===== src/rtl/adder_result_buffer_pkg.sv =====
// Shared types and helpers for the adder result buffer: entry layout, stats width,
// and the zero/parity flag function applied to {carry, sum} at push time.
package adder_result_buffer_pkg;

  localparam int unsigned RESULT_SUM_W  = 2;
  localparam int unsigned STATS_W       = 16;
  localparam int unsigned FLAG_IN_MAX_W = 64;

  typedef struct packed {
    logic                    zero;
    logic                    parity;
    logic                    carry;
    logic [RESULT_SUM_W-1:0] sum;
  } result_entry_t;

  typedef struct packed {
    logic zero;
    logic parity;
  } result_flags_t;

  // Callers zero-extend {carry, sum}; extra zero bits change neither flag.
  function automatic result_flags_t calc_flags(input logic [FLAG_IN_MAX_W-1:0] bits);
    result_flags_t f;
    f.zero   = ~|bits;
    f.parity = ^bits;
    return f;
  endfunction

endpackage


===== src/rtl/adder_result_buffer_fifo_mem.sv =====
// Register-array storage for the result FIFO: one synchronous write port and
// one asynchronous read port. Contents are not reset.
module result_fifo_mem #(
  parameter  int unsigned DEPTH = 4,
  parameter  int unsigned WIDTH = 5,
  localparam int unsigned AW    = $clog2(DEPTH)
) (
  input  logic             clk,
  input  logic             wr_en,
  input  logic [AW-1:0]    wr_addr,
  input  logic [WIDTH-1:0] wr_data,
  input  logic [AW-1:0]    rd_addr,
  output logic [WIDTH-1:0] rd_data
);

  logic [WIDTH-1:0] mem_q [DEPTH];

  always_ff @(posedge clk) begin
    if (wr_en) begin
      mem_q[wr_addr] <= wr_data;
    end
  end

  assign rd_data = mem_q[rd_addr];

endmodule


===== src/rtl/adder_result_buffer.sv =====
// Buffers {carry_out, sum} results of the ripple adder in a small FIFO with stored
// zero/parity flags and a valid/ready output. ADDER_RESULT_STATS_EN adds push counters.
module adder_result_buffer
  import adder_result_buffer_pkg::*;
#(
  parameter  int unsigned N     = 2,
  parameter  int unsigned DEPTH = 4,
  localparam int unsigned PTR_W = $clog2(DEPTH),
  localparam int unsigned LVL_W = PTR_W + 1
) (
  input  logic             clk,
  input  logic             rst,
  input  logic             in_valid,
  output logic             in_ready,
  input  logic [N-1:0]     in_sum,
  input  logic             in_carry,
  output logic             out_valid,
  input  logic             out_ready,
  output logic [N-1:0]     out_sum,
  output logic             out_carry,
  output logic             out_zero,
  output logic             out_parity,
  output logic [LVL_W-1:0] level
`ifdef ADDER_RESULT_STATS_EN
  ,
  output logic [STATS_W-1:0] result_count,
  output logic [STATS_W-1:0] carry_count
`endif
);

  localparam int unsigned ENTRY_W = N + 3;
  localparam logic [LVL_W-1:0] FULL_LEVEL = LVL_W'(DEPTH);

  logic [PTR_W-1:0]   wr_ptr_q, wr_ptr_d;
  logic [PTR_W-1:0]   rd_ptr_q, rd_ptr_d;
  logic [LVL_W-1:0]   level_q, level_d;
  logic               push, pop;
  result_flags_t      in_flags;
  logic [ENTRY_W-1:0] wr_entry;
  logic [ENTRY_W-1:0] rd_entry;

  // Handshake depends on state only; rst forces in_ready low so nothing is taken during reset.
  assign in_ready  = !rst && (level_q != FULL_LEVEL);
  assign out_valid = (level_q != '0);
  assign push      = in_valid && in_ready;
  assign pop       = out_valid && out_ready;

  assign in_flags = calc_flags(FLAG_IN_MAX_W'({in_carry, in_sum}));
  assign wr_entry = {in_flags.zero, in_flags.parity, in_carry, in_sum};

  always_comb begin
    wr_ptr_d = wr_ptr_q;
    rd_ptr_d = rd_ptr_q;
    level_d  = level_q;
    if (push) begin
      wr_ptr_d = wr_ptr_q + 1'b1;
    end
    if (pop) begin
      rd_ptr_d = rd_ptr_q + 1'b1;
    end
    case ({push, pop})
      2'b10:   level_d = level_q + 1'b1;
      2'b01:   level_d = level_q - 1'b1;
      default: level_d = level_q;
    endcase
  end

  always_ff @(posedge clk) begin
    if (rst) begin
      wr_ptr_q <= '0;
      rd_ptr_q <= '0;
      level_q  <= '0;
    end else begin
      wr_ptr_q <= wr_ptr_d;
      rd_ptr_q <= rd_ptr_d;
      level_q  <= level_d;
    end
  end

  result_fifo_mem #(
    .DEPTH (DEPTH),
    .WIDTH (ENTRY_W)
  ) u_mem (
    .clk     (clk),
    .wr_en   (push),
    .wr_addr (wr_ptr_q),
    .wr_data (wr_entry),
    .rd_addr (rd_ptr_q),
    .rd_data (rd_entry)
  );

  // Storage is never cleared, so outputs are masked to zero while empty.
  assign out_sum    = out_valid ? rd_entry[N-1:0] : '0;
  assign out_carry  = out_valid & rd_entry[N];
  assign out_parity = out_valid & rd_entry[N+1];
  assign out_zero   = out_valid & rd_entry[N+2];
  assign level      = level_q;

`ifdef ADDER_RESULT_STATS_EN
  logic [STATS_W-1:0] result_count_q, result_count_d;
  logic [STATS_W-1:0] carry_count_q, carry_count_d;

  always_comb begin
    result_count_d = result_count_q;
    carry_count_d  = carry_count_q;
    if (push) begin
      result_count_d = result_count_q + 1'b1;
      if (in_carry) begin
        carry_count_d = carry_count_q + 1'b1;
      end
    end
  end

  always_ff @(posedge clk) begin
    if (rst) begin
      result_count_q <= '0;
      carry_count_q  <= '0;
    end else begin
      result_count_q <= result_count_d;
      carry_count_q  <= carry_count_d;
    end
  end

  assign result_count = result_count_q;
  assign carry_count  = carry_count_q;
`endif

endmodule


===== config.mk =====
export PLATFORM = sky130hd
export DESIGN_NAME = adder_result_buffer
export DESIGN_NICKNAME = d
export VERILOG_FILES = /design/src/rtl/adder_result_buffer_pkg.sv /design/src/rtl/adder_result_buffer_fifo_mem.sv /design/src/rtl/adder_result_buffer.sv
export SDC_FILE = /design/constraint.sdc
export NUM_CORES = 1
export LEC_CHECK = 0
export ABC_AREA = 1
export BUFFER_PORTS_ARGS = -buffer_cell sky130_fd_sc_hd__buf_2
export CAP_MARGIN = 5
export CORE_ASPECT_RATIO = 0.8
export CORE_MARGIN = 2
export CORE_UTILIZATION = 45
export DETAILED_ROUTE_END_ITERATION = 8
export SLEW_MARGIN = 20
export SYNTH_ARGS = -nofsm -noshare
export SYNTH_HDL_FRONTEND = slang
export SYNTH_SLANG_ARGS = --single-unit

===== constraint.sdc =====
create_clock -name clk -period 2.05 [get_ports clk]
set_input_delay 0.615 -clock clk [delete_from_list [all_inputs] [get_ports clk]]
set_output_delay 0.615 -clock clk [all_outputs]
set_load 0.05 [all_outputs]

# Word-level counts from Yosys, hierarchy flattened
# Memory sizes are Yosys's and may differ from the RTL's. A register that Yosys moved wholly into a read port is not among the register bits.
# Index checks and enable logic that the tools add are counted.
[op_classes] add_sub_neg=4 mul=0 div_mod_pow=0 n_lt_le_gt_ge=0 eq_ne=3 n_shift=0 n_mux=6 bitwise_logic=3 reduce_logical=9
[op_table] cell="$reduce_xor 64->1" n=1
[op_table] cell="$mux 2" n=3
[op_table] cell="$pmux 3 s2" n=1
[op_table] cell="$add 2x1->2 const B" n=2
[op_table] cell="$add 3x1->3 const B" n=1
[op_table] cell="$and 1x1->1" n=3
[op_table] cell="$logic_and 1x1->1" n=3
[op_table] cell="$ne 3x3->1 const B" n=1
[op_table] cell="$reduce_bool 3->1" n=1
[op_table] cell="$reduce_or 3->1" n=1
[op_table] cell="$sub 3x1->3 const B" n=1
[op_table] cell="$eq 2x1->1 const B" n=1
[op_table] cell="$eq 2x2->1 const B" n=1
[op_table] cell="$logic_not 1->1" n=2
[op_table] cell="$mux 1" n=2
[op_table] cell="$reduce_bool 2->1" n=1
[totals] register_bits=7 latch_bits=0 mem_bits_rw=20 mem_bits_ro=0 input_bits=7 output_inout_bits=10 wordCells=29 memories=1
[memory_table] memory="u_mem.mem_q" words=4 width=5 read_ports=1 rd_ports_with_merged_regs=1 write_ports=1 line="adder_result_buffer_fifo_mem.sv:16" rtl="logic [WIDTH-1:0] mem_q [DEPTH];"

# Depth between registers and ports, before layout
[logic_depth] word_depth=5 ltp_mapped=13 depth_no_buf=13

# Modules after synthesis
# From an unflattened synthesis, not the netlist that was laid out.
[hier_totals] hier_cells=160 hier_area_um2=1362.6
[modules_own_cells] module="result_fifo_mem" n_inst=1 cells_each=85 area_per_inst_um2=869.6 seq_area_each_um2=600.6
[modules_own_cells] module="adder_result_buffer" n_inst=1 cells_each=75 area_per_inst_um2=493.0 seq_area_each_um2=140.1

# Worst setup path after synthesis
# Ideal clock, no wire load.
[synth_path] path_kind="register to output" start="register level_q[2] (netlist: level[2])" end="output port out_carry" t_arrival_ns=1.891 required_time_ns=1.435 path_slack_ns=-0.456 stages_incl_launch_ff=5 path_cell_list="dfxtp_1 -> inv_2 -> nand2_4 -> inv_1 -> a21oi_1"
[synth_via] elab_chain_len=2
[synth_lines] item="from (decl)" line="adder_result_buffer.sv:36" rtl="logic [LVL_W-1:0] level_q, level_d;"
[synth_lines] item="from (signal assigned)" line="adder_result_buffer.sv:76" rtl="level_q <= level_d;"
[synth_lines] item="$reduce_bool 3->1" line="adder_result_buffer.sv:44" rtl="assign out_valid = (level_q != '0);"
[synth_lines] item="via out_valid" line="adder_result_buffer.sv:17" rtl="output logic out_valid,"
[synth_lines] item="$and 1x1->1" line="adder_result_buffer.sv:94" rtl="assign out_carry = out_valid & rd_entry[N];"
[synth_lines] item="to (decl)" line="adder_result_buffer.sv:20" rtl="output logic out_carry,"
# The timed path passes the listed nets, and every way through them passes these cells.

==> PnR_summary.wiki <==
{| class="wikitable"
! Metric !! Value
|-
| Synth cell types || 22
|-
| Leakage || 0.746 nW
|-
| Fin crit period || 2.01 ns
|-
| Sum of net half-perimeters after detailed placement || 1.81 mm
|-
| Number of top-level pins || 17
|-
| Number of nets in the layout || 183
|-
| Worst voltage drop across the vdd grid || 0.777 mV
|-
| Largest net degree at the start of global routing || 10
|-
| Total setup violations reported at the end of the flow || 0
|-
| Die Area || 3460 sq um
|-
| Number of clock sinks || 29
|-
| Commonest non-fill, non-tap cell in the layout || nor2_1
|-
| Antenna diode count || 0
|-
| Setup clock skew after layout || 0.00751 ns
|-
| Max-cap violations || 0
|-
| Main area contributors after synthesis || edfxtp_1 44%, dfxtp_1 13%, nor2_1 7.8%, ha_1 5.6%, inv_1 5.6%
|-
| Floorplan row count || 17
|-
| Post-route ant nets || 0
|-
| Worst min path class || reg -> reg
|-
| Leading cell types in the layout, fill and taps excluded || 28 x nor2_1, 20 x edfxtp_1, 18 x inv_1, 11 x nand2_1, 11 x buf_2
|-
| Gate family responsible for the most delay along the worst path || flip-flops
|-
| Routing usage on met3 || 7.23%
|-
| Rel. slew slack || 79.9%
|-
| Die height || 53.0 microns
|-
| Kind of critical path || reg -> out
|-
| Post-synthesis instance area || 1350 sq um
|-
| Placement Cell Area || 1600 sq um
|-
| R2r endpoint || level[2]$_SDFFE_PP0P_
|-
| H-tree depth reported by CTS || 2
|-
| Max stage delay cell, worst path || dfxtp_4
|-
| Cells after Synth || 135
|-
| Largest area contributor in the netlist || edfxtp_1
|-
| Power density over the cells || 1450 nW/um^2
|-
| Crit path DAT || 1.40 ns
|-
| Clock tree from TritonCTS || built
|-
| Average size of a mapped cell || 10.0 sq um
|-
| Clk Tree Root Cell || clkbuf_8
|-
| Total routed wirelength || 2.54 mm
|-
| Global placer's final weighted congestion || 0.831
|-
| Warning count from the yosys run || 0
|-
| TritonCTS buffer count || 5
|-
| First-pass GRT wire length || 4.25 mm
|-
| Starting Density || 48.2%
|-
| Portion of the post-synthesis area used by sequential elements || 57.7%
|-
| Share of post-route cells with drive strength above 1 || 37.6%
|-
| Antenna violations before repair || 0
|-
| Area of all placed cells without fillers || 1830 sq um
|-
| Cell Chain, Critical Path || buf_6 > nor2_1 > nor2_1 > o21ai_1 > a21oi_4 > buf_6
|-
| Critical Path End Type || output port
|-
| Max incr delay on CP || 0.43 ns
|-
| Clock latency at the later pin of the worst-skew pair || 0.27 ns
|-
| Number of port buffers || 16
|-
| Vias || 967
|-
| Number of flip-flops and latches in the synthesized netlist || 29
|-
| Met1 capacity usage during global routing || 23.1%
|-
| Number of violations reported at the end of detailed-routing iteration 0 || 26
|-
| Drt first pass iters || 4
|-
| Reg2Reg Setup Slack || 0.34 ns
|-
| Global router's overall resource usage || 17.9%
|-
| Maximum fanout encountered on the critical timing path || 8
|-
| Core Box Area || 2810 sq um
|-
| Total instance count after detailed placement || 197
|-
| DRC violations left || 0
|-
| CP Data Required Time || 1.43 ns
|-
| Hold path startpoint || rd_ptr_q[1]$_SDFFE_PP0P_
|-
| Final worst-path cycle share || 98.1%
|-
| Die X || 65.3 microns
|-
| Global route hottest layer || met2
|-
| Clk pin slew, worst setup/hold paths || 0.06 ns
|-
| Beginning of the worst register-to-register path || level[2]$_SDFFE_PP0P_
|-
| Number of fill cells || 244
|-
| Max-slew violation count || 0
|-
| Count of buffering cells on the critical path with inverters included || 2
|-
| Maximum buffer depth of the clock tree || 2
|-
| Vias per cell || 4.65
|-
| Crit path launch type || register
|-
| Count of cells along the worst register-to-register path || 13
|-
| Top-area cell type share of the netlist area || 44.4%
|-
| Global routing met2 resource utilization || 26.5%
|-
| Instance count along the most critical hold path || 2
|-
| Worst slew pin tran || 0.301 ns
|-
| Unrepaired setup endpoints after global routing || true
|-
| Area growth from synthesis to layout || 35.0%
|-
| Remaining Overflow, GRT || 0
|-
| Via count of the first global-routing pass || 937
|-
| Routed wire length per instance || 12.2 microns
|-
| Highest attainable clock frequency || 497 MHz
|-
| Power, Total || 0.00264 W
|-
| Nets in the synthesized netlist || 149
|-
| Run status || finished clean
|-
| Finished Layout Cells || 208
|-
| Number of failing hold endpoints at the final stage || 0
|}
==> sequential cells by signal (all words and copies together), names as in the netlist, named ones only <==
signal / flops
level: 3
rd_ptr_q: 2
u_mem.mem_q: 20
wr_ptr_q: 2
==> how the worst max path moves through the flow <==
stage | start | to | depth (start not counted)
after CTS | register | out_sum[0] | 6
after global placement | register | out_carry | 4
after floorplan | level[2]$_SDFFE_PP0P_ | out_carry | 4
final | register | out_sum[0] | 6
after detailed placement | rst | level[2]$_SDFFE_PP0P_ | 12
after global routing | register | out_parity | 4
==> synth_stat cells <==
library cell,n
nor2_4,1
nand2_4,1
o21ai_1,1
edfxtp_1,20
nand4_1,1
bufinv_8,1
a21oi_1,10
nand3_1,4
ha_1,6
nand2_1,11
xor2_1,1
inv_2,2
nand3_2,1
nand3_4,1
nand2_2,3
o21ai_0,11
fa_1,1
nor2_1,28
a21oi_2,1
buf_4,1
dfxtp_1,9
inv_1,20
==> power breakdown <==
group,internal [W],leakage (nW),switching (W)
Clock,0.000358,0.0528,0.000198
Combinational,0.000465,0.435,0.000832
Sequential,0.000708,0.259,0.0000812
Total,0.00153,0.746,0.00111
==> stage by stage <==
step	worst slack (ns)	TNS, ns	util (%)	hold slack (ns)
floorplan	0.0480	0	-	0.461
global route	-0.0262	-0.0778	65.0	0.519
CTS	0.00146	0	63.4	0.493
detailed placement	0.0382	0	57.1	0.486
global placement	0.0816	0	57.1	0.481
finish	0.0395	0	65.0	0.489
==> routing by layer <==
metal / routed length (microns) / vias to the layer above
li1: - / 505
met2: 1130 / 10
met1: 1310 / 450
met3: 72 / 2
met4: 25 / 0
met5: 0 / -
==> worst register-to-register path: stages, from the launching register on <==
cell	delay (ns)
dfxtp_4	0.37
inv_2	0.06
nand2_4	0.10
nand2_2	0.08
inv_1	0.08
ha_1	0.16
inv_1	0.06
fa_1	0.38
inv_1	0.07
nand2_1	0.04
nand3_1	0.08
nand2_1	0.06
nand2_1	0.05
nor2_1	0.03
==> what timing repair did <==
action	in CTS	in global routing
hold buffers	0	0
hold endpoints to repair	0	0
gates resized for setup	22	12
gates cloned	1	0
setup endpoints to repair	5	5
pin swaps	0	2
buffers inserted	2	0
==> cell type report <==
| class | instances | area [sq um] | area share (%) |
|---|---|---|---|
| sequential | 29 | 792 | 43.4 |
| multi-input combinational | 82 | 554 | 30.4 |
| timing repair buffer | 27 | 210 | 11.5 |
| inverter | 23 | 108 | 5.89 |
| clock buffer | 6 | 72.6 | 3.98 |
| tap | 38 | 47.5 | 2.60 |
| clock inverter | 2 | 33.8 | 1.85 |
| timing repair inverter | 1 | 7.51 | 0.411 |
==> kinds of logic (layout without fill, tap and decap cells) <==
kind of cell,count (synthesis),after routing,synth area share [%]
compound gates,23,23,8.79
xor+xnor,1,1,0.648
fa+ha+maj,7,7,7.03
buf+inv,24,59,7.96
flops,29,29,57.7
simple gates,51,51,17.9
Power figures use the tool's default switching activity.
